===== config.mk =====
export PLATFORM = sky130hd
export DESIGN_NAME = nes_oam_dma_flat
export DESIGN_NICKNAME = d
export VERILOG_FILES = /design/src/rtl/nes_oam_dma_if.sv /design/src/rtl/nes_oam_dma.sv /design/src/flat_wrapper.sv
export SDC_FILE = /design/constraint.sdc
export NUM_CORES = 1
export LEC_CHECK = 0
export CORE_ASPECT_RATIO = 0.6
export CORE_MARGIN = 2
export CORE_UTILIZATION = 24
export CTS_CLUSTER_DIAMETER = 30
export DETAILED_ROUTE_END_ITERATION = 7
export PLACE_DENSITY = 0.5
export SYNTH_ARGS = -nofsm -noshare
export SYNTH_HDL_FRONTEND = slang
export SYNTH_SLANG_ARGS = --single-unit

===== constraint.sdc =====
create_clock -name NES_clk -period 2.1 [get_ports NES_clk]
set_input_delay 0.525 -clock NES_clk [delete_from_list [all_inputs] [get_ports NES_clk]]
set_output_delay 0.525 -clock NES_clk [all_outputs]
set_load 0.02 [all_outputs]

===== src/rtl/nes_oam_dma_if.sv =====
`default_nettype none
// ---------------------------------------------------------------------------
// nes_oam_dma_if : CPU-side bus and DMA override signals of the OAM DMA unit
// Rev 1.0
// ---------------------------------------------------------------------------
interface nes_oam_dma_if #(
  parameter int Dt_sz = 8,
  parameter int Ad_sz = 16
);
  logic [Ad_sz-1:0] cpu_addr;
  logic             cpu_r_bw;
  logic [Dt_sz-1:0] cpu_wdata;
  logic [Dt_sz-1:0] bus_rdata;
  logic             cpu_rdy;
  logic             dma_own;
  logic [Ad_sz-1:0] dma_addr;
  logic             dma_r_bw;
  logic [Dt_sz-1:0] dma_wdata;
  logic             dma_busy;

  modport master (
    output cpu_addr, cpu_r_bw, cpu_wdata, bus_rdata,
    input  cpu_rdy, dma_own, dma_addr, dma_r_bw, dma_wdata, dma_busy
  );

  modport slave (
    input  cpu_addr, cpu_r_bw, cpu_wdata, bus_rdata,
    output cpu_rdy, dma_own, dma_addr, dma_r_bw, dma_wdata, dma_busy
  );
endinterface
`default_nettype wire


===== src/rtl/nes_oam_dma.sv =====
`default_nettype none
// ---------------------------------------------------------------------------
// nes_oam_dma : halts the CPU and copies a 256-byte page into PPU OAM
// Rev 1.0
// ---------------------------------------------------------------------------
module nes_oam_dma #(
  parameter int               Dt_sz    = 8,
  parameter int               Ad_sz    = 16,
  parameter logic [Ad_sz-1:0] DMA_REG  = 16'h4014,
  parameter logic [Ad_sz-1:0] OAM_DATA = 16'h2004
) (
  input wire logic     NES_clk,
  input wire logic     NES_b_rst,
  nes_oam_dma_if.slave bus
);

  typedef enum logic [2:0] {
    S_IDLE  = 3'd0,
    S_HALT  = 3'd1,
    S_ALIGN = 3'd2,
    S_READ  = 3'd3,
    S_WRITE = 3'd4
  } state_t;

  state_t           r_state;
  state_t           w_next;
  logic             r_par;
  logic [Dt_sz-1:0] r_page;
  logic [Dt_sz-1:0] r_data;
  logic [7:0]       r_idx;
  logic             w_trigger;

  // Only honoured in IDLE, so a retrigger mid-transfer cannot disturb the page
  assign w_trigger = (r_state == S_IDLE) && !bus.cpu_r_bw && (bus.cpu_addr == DMA_REG);

  always_ff @(posedge NES_clk or negedge NES_b_rst) begin
    if (!NES_b_rst) begin
      r_state <= S_IDLE;
      r_par   <= 1'b0;
      r_page  <= '0;
      r_data  <= '0;
      r_idx   <= 8'h00;
    end else begin
      r_state <= w_next;
      r_par   <= ~r_par;
      if (w_trigger) begin
        r_page <= bus.cpu_wdata;
        r_idx  <= 8'h00;
      end
      if (r_state == S_READ) begin
        r_data <= bus.bus_rdata;
      end
      if (r_state == S_WRITE) begin
        r_idx <= r_idx + 8'h01;
      end
    end
  end

  always_comb begin
    w_next = r_state;
    case (r_state)
      S_IDLE:  if (w_trigger) w_next = S_HALT;
      // The 6502 ignores RDY on write cycles, so wait for a read before stealing the bus
      S_HALT:  if (bus.cpu_r_bw) w_next = r_par ? S_READ : S_ALIGN;
      S_ALIGN: w_next = S_READ;
      S_READ:  w_next = S_WRITE;
      S_WRITE: w_next = (r_idx == 8'hFF) ? S_IDLE : S_READ;
      default: w_next = S_IDLE;
    endcase
  end

  always_comb begin
    bus.cpu_rdy   = (r_state == S_IDLE);
    bus.dma_busy  = (r_state != S_IDLE);
    bus.dma_own   = 1'b0;
    bus.dma_addr  = '0;
    bus.dma_r_bw  = 1'b1;
    bus.dma_wdata = '0;
    if (r_state == S_READ) begin
      bus.dma_own  = 1'b1;
      bus.dma_addr = Ad_sz'({r_page, r_idx});
    end else if (r_state == S_WRITE) begin
      bus.dma_own   = 1'b1;
      bus.dma_addr  = OAM_DATA;
      bus.dma_r_bw  = 1'b0;
      bus.dma_wdata = r_data;
    end
  end

endmodule
`default_nettype wire


===== src/flat_wrapper.sv =====
// flat-port wrapper written by rule: the top's interface ports become plain ports
module nes_oam_dma_flat 
#(
  parameter int               Dt_sz    = 8,
  parameter int               Ad_sz    = 16,
  parameter logic [Ad_sz-1:0] DMA_REG  = 16'h4014,
  parameter logic [Ad_sz-1:0] OAM_DATA = 16'h2004
)
  (NES_clk, NES_b_rst, bus_cpu_addr, bus_cpu_r_bw, bus_cpu_wdata, bus_bus_rdata, bus_cpu_rdy, bus_dma_own, bus_dma_addr, bus_dma_r_bw, bus_dma_wdata, bus_dma_busy);
  nes_oam_dma_if #(.Dt_sz(Dt_sz), .Ad_sz(Ad_sz)) bus_i ();
  input wire logic NES_clk;
  input wire logic NES_b_rst;
  input wire logic [$bits(bus_i.cpu_addr)-1:0] bus_cpu_addr;
  input wire logic [$bits(bus_i.cpu_r_bw)-1:0] bus_cpu_r_bw;
  input wire logic [$bits(bus_i.cpu_wdata)-1:0] bus_cpu_wdata;
  input wire logic [$bits(bus_i.bus_rdata)-1:0] bus_bus_rdata;
  output wire logic [$bits(bus_i.cpu_rdy)-1:0] bus_cpu_rdy;
  output wire logic [$bits(bus_i.dma_own)-1:0] bus_dma_own;
  output wire logic [$bits(bus_i.dma_addr)-1:0] bus_dma_addr;
  output wire logic [$bits(bus_i.dma_r_bw)-1:0] bus_dma_r_bw;
  output wire logic [$bits(bus_i.dma_wdata)-1:0] bus_dma_wdata;
  output wire logic [$bits(bus_i.dma_busy)-1:0] bus_dma_busy;
  assign bus_i.cpu_addr = bus_cpu_addr;
  assign bus_i.cpu_r_bw = bus_cpu_r_bw;
  assign bus_i.cpu_wdata = bus_cpu_wdata;
  assign bus_i.bus_rdata = bus_bus_rdata;
  assign bus_cpu_rdy = bus_i.cpu_rdy;
  assign bus_dma_own = bus_i.dma_own;
  assign bus_dma_addr = bus_i.dma_addr;
  assign bus_dma_r_bw = bus_i.dma_r_bw;
  assign bus_dma_wdata = bus_i.dma_wdata;
  assign bus_dma_busy = bus_i.dma_busy;
  nes_oam_dma #(.Dt_sz(Dt_sz), .Ad_sz(Ad_sz), .DMA_REG(DMA_REG), .OAM_DATA(OAM_DATA)) u_core (.NES_clk(NES_clk), .NES_b_rst(NES_b_rst), .bus(bus_i));
endmodule

# ---- Word level (Yosys, flattened, before mapping)
# Index checks and enable logic that the tools add are counted.
dict set report classes {
  addsub 1
  eq_ne 8
  n_mux 15
  bitwise 1
  n_reduce_logical 7
}
# cell count
set ops {}
lappend ops {{2-to-1 mux 8 bit} 4}
lappend ops {{equality test 16 x 15 -> 1 bit (second input constant)} 1}
lappend ops {{2-to-1 mux 16 bit} 1}
lappend ops {{case mux 3 bit (5 select lines)} 1}
lappend ops {{2-to-1 mux 14 bit} 1}
lappend ops {{adder 8 x 1 -> 8 bit (second input constant)} 1}
lappend ops {{equality test 8 bit (second input constant)} 1}
lappend ops {{equality test 3 x 2 -> 1 bit (second input constant)} 2}
lappend ops {{2-to-1 mux 3 bit} 2}
lappend ops {{2-to-1 mux 1 bit} 5}
lappend ops {{equality test 3 x 1 -> 1 bit (second input constant)} 1}
lappend ops {{equality test 3 bit (second input constant)} 1}
lappend ops {{zero test 3 bit} 1}
lappend ops {{nonzero test 3 bit} 1}
lappend ops {{logical AND 1 bit} 2}
lappend ops {{2-to-1 mux 2 bit} 1}
lappend ops {{inequality test 2 x 1 -> 1 bit (second input constant)} 1}
lappend ops {{inequality test 2 bit (second input constant)} 1}
lappend ops {{AND reduction 2 bit} 1}
lappend ops {{nonzero test 2 bit} 1}
lappend ops {{zero test 1 bit} 1}
lappend ops {{NOT 1 bit} 1}
dict set report totals {
  ff_bits 28
  in_bits 35
  wordCells 37
}

# ---- Logic depth before layout (Yosys ltp)
dict set report depth {
  word_depth 5
  mapped_depth 5
}

# ---- Worst setup path after synthesis
# Ideal clock, no wire load.
dict set report synth_timing {
  kind {register to register}
  start {register u_core.r_state[0]}
  end {register u_core.r_page[0]}
  setup_time_ns 0.125
  arrival_time_ns 1.842
  setup_slack_ns 0.133
  stages_incl_launch_ff 6
  synth_period_minus_slack_ns 1.967
  cell_sequence {dfrtp_1 nor3_2 nand4_1 nor2_1 buf_4 mux2_2}
}
dict set report synth_via {
  elab_chain_len 3
}
# element line_no
set synth_rtl {}
lappend synth_rtl {{start, declared} nes_oam_dma.sv:25} ;# state_t r_state;
lappend synth_rtl {{start signal, assigned} nes_oam_dma.sv:44} ;# r_state <= w_next;
lappend synth_rtl {{zero test 3 bit} -}
lappend synth_rtl {{named net bus_cpu_rdy} flat_wrapper.sv:17} ;# output wire logic [$bits(bus_i.cpu_rdy)-1:0] bus_cpu_rdy;
lappend synth_rtl {{logical AND 1 bit (2 in series)} nes_oam_dma.sv:34} ;# assign w_trigger = (r_state == S_IDLE) && !bus.cpu_r_bw && (bus.cpu_addr == DMA_REG);
lappend synth_rtl {{end signal, assigned} nes_oam_dma.sv:47} ;# r_page <= bus.cpu_wdata;
lappend synth_rtl {{end, declared} nes_oam_dma.sv:28} ;# logic [Dt_sz-1:0] r_page;
# The timed path passes the listed nets, and every way through them passes these cells.
# A chain may end at the register's enable or synchronous reset.

# ---- Worst setup path after layout
dict set report layout_timing {
  start {register u_core.r_state[1]}
  end {output port bus_dma_busy}
}
dict set report layout_via {
  elab_chain_len 1
}
# element line_no
set layout_rtl {}
lappend layout_rtl {{nonzero test 3 bit} nes_oam_dma.sv:74} ;# bus.dma_busy = (r_state != S_IDLE);
lappend layout_rtl {{end, declared} flat_wrapper.sv:22} ;# output wire logic [$bits(bus_i.dma_busy)-1:0] bus_dma_busy;
# Every way passes these cells.

==> qor.txt <==
P&R area growth vs syn = 72.93%
GRT Overall Usage = 0.1277
synthesized instance count = 138
Antenna Nets Post-Route = 0
Synth Flop Type = dfrtp_1
Flop pwr share = 0.540
initial core utilization = 0.2524
drt pass-1 iters = 4
hold depth = 1
max-cap violations = 0
final core area utilization = 0.4365
worst r2r dst = u_core.r_idx[7]
Post-CTS Hold Fix Bufs = 0
Sw Ratio = 0.2119
reg2reg start = u_core.r_state[1]
I/O pins = 63
clock skew = 4.747 ps
Clk pwr share = 0.333
P per Cell Area = 411.9 mW/mm2
routed wire length = 4255 um
worst setup margin = 46.93 ps
fin. max-slew vios = 0
worst path cell trace = buf_4 -> buf_4 -> nor3_4 -> inv_1 -> clkdlybuf4s15_1
distinct cell type count after synthesis = 31
clock slew at reported path FFs = 90 ps
Bufs on Longest Clock Path = 2
synthesized net count = 174
dpl cell area = 0.002280 mm2
largest net degree at the start of global routing = 29
layout cell share with drive strength beyond 1 = 0.4273
first-pass GRT wire length = 6762 um
DP Worst Slack = -141.9 ps
clock sinks = 28
internal power = 0.8041 mW
Startpoint Class = flip-flop
drt drc = 0
Final setup violation count = 0
TritonCTS buffer count = 3
drt wl/cell = 13.86 um
Comb power frac = 0.127
Hold Path End = u_core.r_par
vias per cell = 4.345
fin area = 0.002477 mm2
crit path DAT = 1530 ps
final hold vios = 0
most used cell, CP = buf_4
Row Count = 21
Antenna Diode Count = 0
post-synthesis async set-or-reset flop share = 1.000
RSZ-0062 raised after global routing = true
root buf cell = clkbuf_8
leak pwr = 1.128 nW
fin nets = 264
DP HPWL = 3106 um
max incr delay on CP = 430 ps
I/O Buffers = 62
placer congestion estimate = 0.7491
worst skew pair latency = 270 ps
Yosys reg bits = 28
CTS tree = yes
antenna violations before repair = 0
CTS H-tree depth = 1
Hold Startpoint = u_core.r_par
via count = 1334
Critical Path RT = 1570 ps
Hold Path Class = reg2reg
Setup CP Type = reg2out
Layout fillers = 574
Congestion Overflow GR = 0
Worst Max-Slew Pin Slew = 372.0 ps
Slew HR = 0.7520
Die Ht = 63.85 um
Avg Cell Area, Syn = 10.38 um2
Tcrit/Tclk final = 0.9777
IR drop worst, VDD = 0.2527 mV
sw power = 0.2163 mW
Yosys warning count = 0
CORE AREA = 0.005675 mm2
Starting DRT DRC Count = 41
flop-to-flop setup slack = 210 ps
overall die width = 103.7 um
CP max FO = 3
R2R cell count = 7
Max Fclk = 487.1 MHz
post-synthesis sequential area ratio = 0.4891
outcome = completed
Die Area = 0.006624 mm2
Post-synth EDFFs = 0
CP max stage cell = dfrtp_1
vias in the first global route = 1402
area of the mapped netlist = 0.001433 mm2
Setup crit end kind = output pin
fin crit period = 2053 ps
placed cells by master, fill, tap and decap left out, types with 2 or more instances in the layout:
master and count:
clkdlybuf4s50_1 34, buf_4 28, dfrtp_1 28, buf_6 24, and2_4 17, nand2_1 16, mux2_2 16, nor2_1 6
nand3_1 6, o21ai_0 6, and2_1 5, o211ai_1 4, clkbuf_8 4, inv_1 3, or3_1 3, inv_2 2
nor3b_4 2, nor4b_1 2, nor3b_1 2, nand4_1 2, nor2b_1 2, clkdlybuf4s15_1 2
critical path, delay by kind of cell (launching register included):
| family | cells | cell delay, ps |
|---|---|---|
| buf+inv | 4 | 640 |
| flops | 1 | 430 |
| simple gates | 1 | 190 |
cells by family (layout without fill, tap and decap cells):
logic type / Yosys count / after routing / share of synthesized area
AO/OA/AOI/OAI: 14 / 14 / 0.06464
adder cells (fa/ha/maj): 1 / 1 / 0.008732
buffers and inverters: 10 / 99 / 0.02969
flip-flops: 28 / 28 / 0.4891
multiplexers: 17 / 17 / 0.1327
AND/OR/NAND/NOR: 68 / 68 / 0.2751
synth_stat cells (all sizes together), types with 2 or more instances:
cell type | count | area [um2]
nor2 | 6 | 22.52
nor2b | 2 | 12.51
inv | 5 | 18.76
nand4 | 2 | 12.51
or3 | 3 | 18.77
nand2 | 16 | 60.06
dfrtp | 28 | 700.7
nand3 | 6 | 30.03
nor3b | 4 | 46.29
and2 | 22 | 137.6
clkbuf | 3 | 11.26
nor4b | 2 | 17.52
mux2 | 16 | 180.2
o211ai | 4 | 30.03
o21ai | 6 | 30.03
buf | 2 | 12.51
stage by stage:
step	total power, mW	hold slack (ps)	cells	TNS (ps)
after global routing	1.063	445.0	307	-433.3
final	1.020	424.2	307	0
after detailed placement	0.6827	416.4	295	-3030
after floorplan	0.5856	229.4	138	0
after CTS	1.027	430.1	308	-64.69
after global placement	0.6794	413.8	295	-1095
how the worst max path moves through the flow:
stage	start	to	slack, ps	cells past startpoint
6_report	u_core.r_state[1]	bus_dma_busy	50	5
5_1_grt	u_core.r_state[1]	bus_dma_addr[6]	-40	6
4_1_cts	u_core.r_state[1]	bus_dma_addr[3]	-60	6
3_5_place_dp	u_core.r_state[1]	bus_dma_addr[3]	-140	5
3_3_place_gp	u_core.r_state[1]	bus_dma_addr[1]	-80	5
2_1_floorplan	u_core.r_state[0]	u_core.r_page[0]	130	5
routing by layer:
metal | share of wire | up-vias | global-route usage
li1 | - | 654 | -
met1 | 0.48 | 641 | 0.1693
met2 | 0.47 | 37 | 0.2127
met3 | 0.050 | 2 | 0.03980
met4 | 0.0024 | 0 | 0.01520
met5 | 0 | - | 0
state kept, by name (all words and copies together) (netlist names):
name,count
u_core.r_idx,8
u_core.r_par,1
u_core.r_page,8
u_core.r_data,8
u_core.r_state,3
power by group through the flow:
stage,clock (mW),combinational [mW],sequential [mW]
4_1_cts,0.355,0.121,0.550
5_1_grt,0.372,0.138,0.552
3_3_place_gp,0,0.119,0.560
2_1_floorplan,0,0.0262,0.559
6_report,0.340,0.130,0.551
3_5_place_dp,0,0.122,0.561
repair_timing:
action                     in CTS  in global routing
pin swaps                       1                 11
hold endpoints to repair        0                  0
setup buffers                   8                  3
gates cloned                    1                  0
resized for setup             117                 63
setup endpoints to repair      28                 26
area by class of cell:
cell class / instances / area, um2 / share of cell area
timing repair buffer: 90 / 850.8 / 0.3434
multi-input combinational: 100 / 752.0 / 0.3035
sequential: 28 / 700.7 / 0.2828
tap: 80 / 100.1 / 0.04040
clock buffer: 4 / 55.05 / 0.02222
inverter: 5 / 18.77 / 0.007576
No activity file was read; power rests on OpenSTA's default activity.
